## src/rtl/serial_subtractor.sv

```systemverilog
// serial_subtractor: bit-serial unsigned subtractor computing a - b - b_in, one bit per clock,
// LSB first, through a single gate-level full-subtractor cell and a registered borrow.
//
// Ports:
//   clk    rising-edge clock
//   reset  asynchronous active-high reset, clears all state
//   start  request, sampled only while idle
//   a, b   minuend / subtrahend, sampled on the accepting edge
//   b_in   borrow-in, sampled on the accepting edge
//   busy   high while bits are being processed
//   done   one-cycle pulse: diff and b_out hold a fresh result
//   diff   difference, holds the last result
//   b_out  final borrow-out, holds the last result
module serial_subtractor #(
  parameter int unsigned WIDTH = 8
) (
  input  logic             clk,
  input  logic             reset,
  input  logic             start,
  input  logic [WIDTH-1:0] a,
  input  logic [WIDTH-1:0] b,
  input  logic             b_in,
  output logic             busy,
  output logic             done,
  output logic [WIDTH-1:0] diff,
  output logic             b_out
);

  localparam int unsigned CntW = $clog2(WIDTH + 1);
  localparam logic [CntW-1:0] CntLast = CntW'(WIDTH - 1);

  typedef enum logic [1:0] {
    StIdle,
    StRun,
    StDone
  } state_e;

  state_e state_q, state_d;

  logic [WIDTH-1:0] a_sh, b_sh, r_sh;
  logic             br;
  logic [CntW-1:0]  cnt;

  logic a0, b0;
  logic cell_d, cell_br;
  logic last;
  logic accept;

  assign a0 = a_sh[0];
  assign b0 = b_sh[0];

  // Full-subtractor cell in AND/OR/NOT form; the XOR is expanded as a sum of products.
  assign cell_d  = (~a0 & ~b0 &  br) | (~a0 &  b0 & ~br) |
                   ( a0 & ~b0 & ~br) | ( a0 &  b0 &  br);
  assign cell_br = (~a0 & b0) | (~a0 & br) | (b0 & br);

  assign last   = (cnt == CntLast);
  assign accept = (state_q == StIdle) && start;

  always_comb begin
    state_d = state_q;
    unique case (state_q)
      StIdle:  if (start) state_d = StRun;
      StRun:   if (last) state_d = StDone;
      StDone:  state_d = StIdle;
      default: state_d = StIdle;
    endcase
  end

  always_ff @(posedge clk or posedge reset) begin
    if (reset) begin
      state_q <= StIdle;
    end else begin
      state_q <= state_d;
    end
  end

  always_ff @(posedge clk or posedge reset) begin
    if (reset) begin
      a_sh  <= '0;
      b_sh  <= '0;
      r_sh  <= '0;
      br    <= 1'b0;
      cnt   <= '0;
      diff  <= '0;
      b_out <= 1'b0;
    end else if (accept) begin
      a_sh <= a;
      b_sh <= b;
      r_sh <= '0;
      br   <= b_in;
      cnt  <= '0;
    end else if (state_q == StRun) begin
      a_sh <= a_sh >> 1;
      b_sh <= b_sh >> 1;
      r_sh <= {cell_d, r_sh[WIDTH-1:1]};
      br   <= cell_br;
      cnt  <= cnt + CntW'(1);
      // The outputs take the fully shifted result, including the bit produced on this edge.
      if (last) begin
        diff  <= {cell_d, r_sh[WIDTH-1:1]};
        b_out <= cell_br;
      end
    end
  end

  assign busy = (state_q == StRun);
  assign done = (state_q == StDone);

endmodule
```

## config.mk

```make
export PLATFORM = sky130hd
export DESIGN_NAME = serial_subtractor
export DESIGN_NICKNAME = d
export VERILOG_FILES = /design/src/rtl/serial_subtractor.sv
export SDC_FILE = /design/constraint.sdc
export NUM_CORES = 1
export LEC_CHECK = 0
export CORE_MARGIN = 2
export CORE_UTILIZATION = 30
export DETAILED_ROUTE_END_ITERATION = 8
export SLEW_MARGIN = 20
export SYNTH_ARGS = -nofsm -noshare
export SYNTH_HDL_FRONTEND = slang
export SYNTH_SLANG_ARGS = --single-unit
```

## constraint.sdc

```tcl
create_clock -name clk -period 2.2 [get_ports clk]
set_input_delay 0.22 -clock clk [delete_from_list [all_inputs] [get_ports clk]]
set_output_delay 0.22 -clock clk [all_outputs]
set_load 0.02 [all_outputs]
```

==> flow_summary.json <==
{
  "outcome": "complete, no violations",
  "switching_share_pct": 35.2,
  "fp.dieArea_um2": 6070,
  "grt_pass1_vias": 1171,
  "min_path_type": "primary input to async pin",
  "synth_compound_area_share_pct": 16.3,
  "die_h_um": 77.9,
  "antenna_found_initial": 0,
  "antenna_cells": 0,
  "syn_area_per_cell_um2": 10.8,
  "wire_per_inst_um": 12.4,
  "cts_resized": 0,
  "syn-cell-area_um2": 1640,
  "worst_r2r_path_depth": 3,
  "clock-sinks": 39,
  "cts_buffer_depth": 2,
  "row_count": 26,
  "critPathLaunch": "state_q[1]",
  "pwr-share-comb_pct": 38.0,
  "crit_path_end_kind": "output pin",
  "synth_fp_nets": 173,
  "dpl.cell_count": 248,
  "p_int_mw": 1.81,
  "synthCells": 151,
  "ant_nets": 0,
  "reg2reg_from": "state_q[1]",
  "gp_congestion": 0.685,
  "crit_path_end": "busy",
  "cts_tree": "done",
  "portBuffers": 30,
  "htreeDepth": 2,
  "ir_drop_mv": 0.502,
  "cts_buffers": 5,
  "finalSetupViolations": 0,
  "drt_pre_antenna_iters": 5,
  "pwr-share-seq_pct": 43.2,
  "worst_slew_pin_slew_ns": 0.510,
  "vias": 1178,
  "finalNonFillerCells": 256,
  "post_cts_buffers": 0,
  "nNetsFinal": 207,
  "fin_hold_ws_ns": 0.340,
  "yosysWarnings": 0,
  "viasPerCell": 4.60,
  "grtUsageTotal_pct": 11.5,
  "dpl.hpwl_um": 2090,
  "cap_violations": 0,
  "worstPathArrival_ns": 1.61,
  "coreArea_um2": 5170,
  "synthDistinctLibCells": 24,
  "synth-seq-area-share_pct": 59.6,
  "min_period_over_period_pct": 83.3,
  "power.switching_uw": 984,
  "fin_crit_ns": 1.83,
  "drt_first_iter_violations": 79,
  "drive_gt1_share_pct": 12.4,
  "die_x_um": 77.9,
  "synth_fa_ha_area_share_pct": 1.99,
  "grt_pass1_wl_um": 5530,
  "synthSimpleGateAreaFrac_pct": 8.63,
  "required_ns": 1.98,
  "hold_viol": 0,
  "grt_max_degree": 40,
  "cts-root-buf": "clkbuf_8",
  "synthMuxAreaShare_pct": 6.72,
  "synth_top_family_by_area": "compound AO/OA/AOI/OAI gates",
  "ctsHoldBuffers": 0,
  "io_pins": 31,
  "crit_path_start_kind": "flop",
  "tns_ns": 0,
  "powerDensity_nw_per_um2": 1310,
  "leakagePower_nw": 0.926,
  "skew_ns": 0.00411,
  "drc": 0,
  "pwr-share-clk_pct": 18.8,
  "relSlewSlack_pct": 65.9,
  "r2r_slack_ns": 0.58,
  "synthXorXnorAreaFrac_pct": 0.535,
  "cp_max_fo": 4,
  "clk_latency_ns": 0.28,
  "timing.fmax_mhz": 546,
  "path_clk_slew_ns": 0.07,
  "rsz0062_at_grt": "no",
  "path_class": "flop to output pin",
  "area_growth_pct": 30.3,
  "ys_ff_latch": 39,
  "start_util_pct": 31.7,
  "wl_um": 3180,
  "grt.overflow.total": 0,
  "drv_slew": 0,
  "rr_endpoint": "diff[2]"
}
## logic make-up (layout without fill, tap and decap cells)
kind of cell,Yosys count,count (layout)
AO/OA/AOI/OAI,44,44
AND/OR/NAND/NOR,29,29
XOR/XNOR,1,1
buffers and inverters,26,61
multiplexers,10,10
flip-flops,39,39
adder cells (fa/ha/maj),2,2
## worst min path at each step
stage                     cells past startpoint      end  slack, ns    start
after floorplan                               2  a_sh[7]       0.34     a[7]
after global placement                        2  r_sh[1]       0.49  r_sh[2]
after detailed placement                      2  r_sh[1]       0.49  r_sh[2]
after CTS                                     3  r_sh[2]       0.36    reset
after global routing                          3  diff[2]       0.41    reset
final                                         3  diff[2]       0.34    reset
## worst max-delay path, cell delays in order, from the launching register on
cell,delay (ns)
dfrtp_1,0.41
nand2b_1,0.23
clkinv_1,0.10
clkdlybuf4s50_1,0.60
## registers in the layout (all words and copies together), names as in the netlist
register and count:
cnt 4, diff 8, a_sh 8, br 1, b_out 1, b_sh 8, state_q 2, r_sh 7
## metrics by stage
step	utilization (%)	setup WS, ns	cell area [µm²]	power [mW]
after floorplan	-	0.701	1640	1.90
after global placement	39.3	0.610	2030	2.28
after detailed placement	39.3	0.574	2030	2.30
after CTS	41.2	0.349	2130	2.84
after global routing	41.2	0.264	2130	3.02
final	41.2	0.367	2130	2.79
## cells in the final DEF (no fill, tap or decap), types with 2 or more instances in the layout
| master | Yosys | final |
|---|---|---|
| a22oi_1 | 15 | 15 |
| buf_4 | 0 | 5 |
| clkbuf_8 | 0 | 7 |
| clkdlybuf4s50_1 | 0 | 30 |
| dfrtp_1 | 39 | 39 |
| inv_1 | 17 | 17 |
| mux2_2 | 8 | 8 |
| mux2i_1 | 2 | 2 |
| nand2_1 | 20 | 20 |
| nand2b_1 | 3 | 3 |
| o21ai_0 | 26 | 26 |
## final cells by class
type	count	area [µm²]
Tap cell	70	87.6
Timing Repair Buffer	35	338
Fill cell	506	3040
Multi-Input combinational cell	86	564
Clock buffer	8	100
Sequential cell	39	976
Inverter	18	67.6
## routing by layer
metal / part of all wire (%) / vias to the layer above / wire, µm / track usage [%]
li1: - / 576 / - / -
met1: 51 / 574 / 1610 / 15.5
met2: 44 / 23 / 1410 / 17.6
met3: 4.1 / 5 / 129 / 3.72
met4: 0.97 / 0 / 31 / 3.75
met5: 0 / - / 0 / 0
## synthesized netlist by cell type, drive strengths merged
library cell,number,area [µm²]
xnor2,1,8.76
nand2b,3,18.8
a22oi,15,113
dfrtp,39,976
fa,1,20.0
a21o,1,7.51
clkinv,1,3.75
inv,17,63.8
o22ai,1,6.26
nor3b,2,15.0
nor3,1,16.3
mux2i,2,20.0
nor2,1,3.75
nor2b,1,6.26
buf,4,18.8
o21ai,26,130
o21ba,1,10.0
clkbuf,4,16.3
mux2,8,90.1
nand4,1,6.26
ha,1,12.5
nand2,20,75.1
## power groups by stage
stage	clock (mW)	sequential, mW	combinational (mW)
after global routing	0.566	1.25	1.20
final	0.524	1.21	1.06
after global placement	0	1.21	1.06
after detailed placement	0	1.22	1.07
after floorplan	0	1.27	0.632
after CTS	0.543	1.21	1.08
Note: power is estimated with default switching activity, not from simulation.
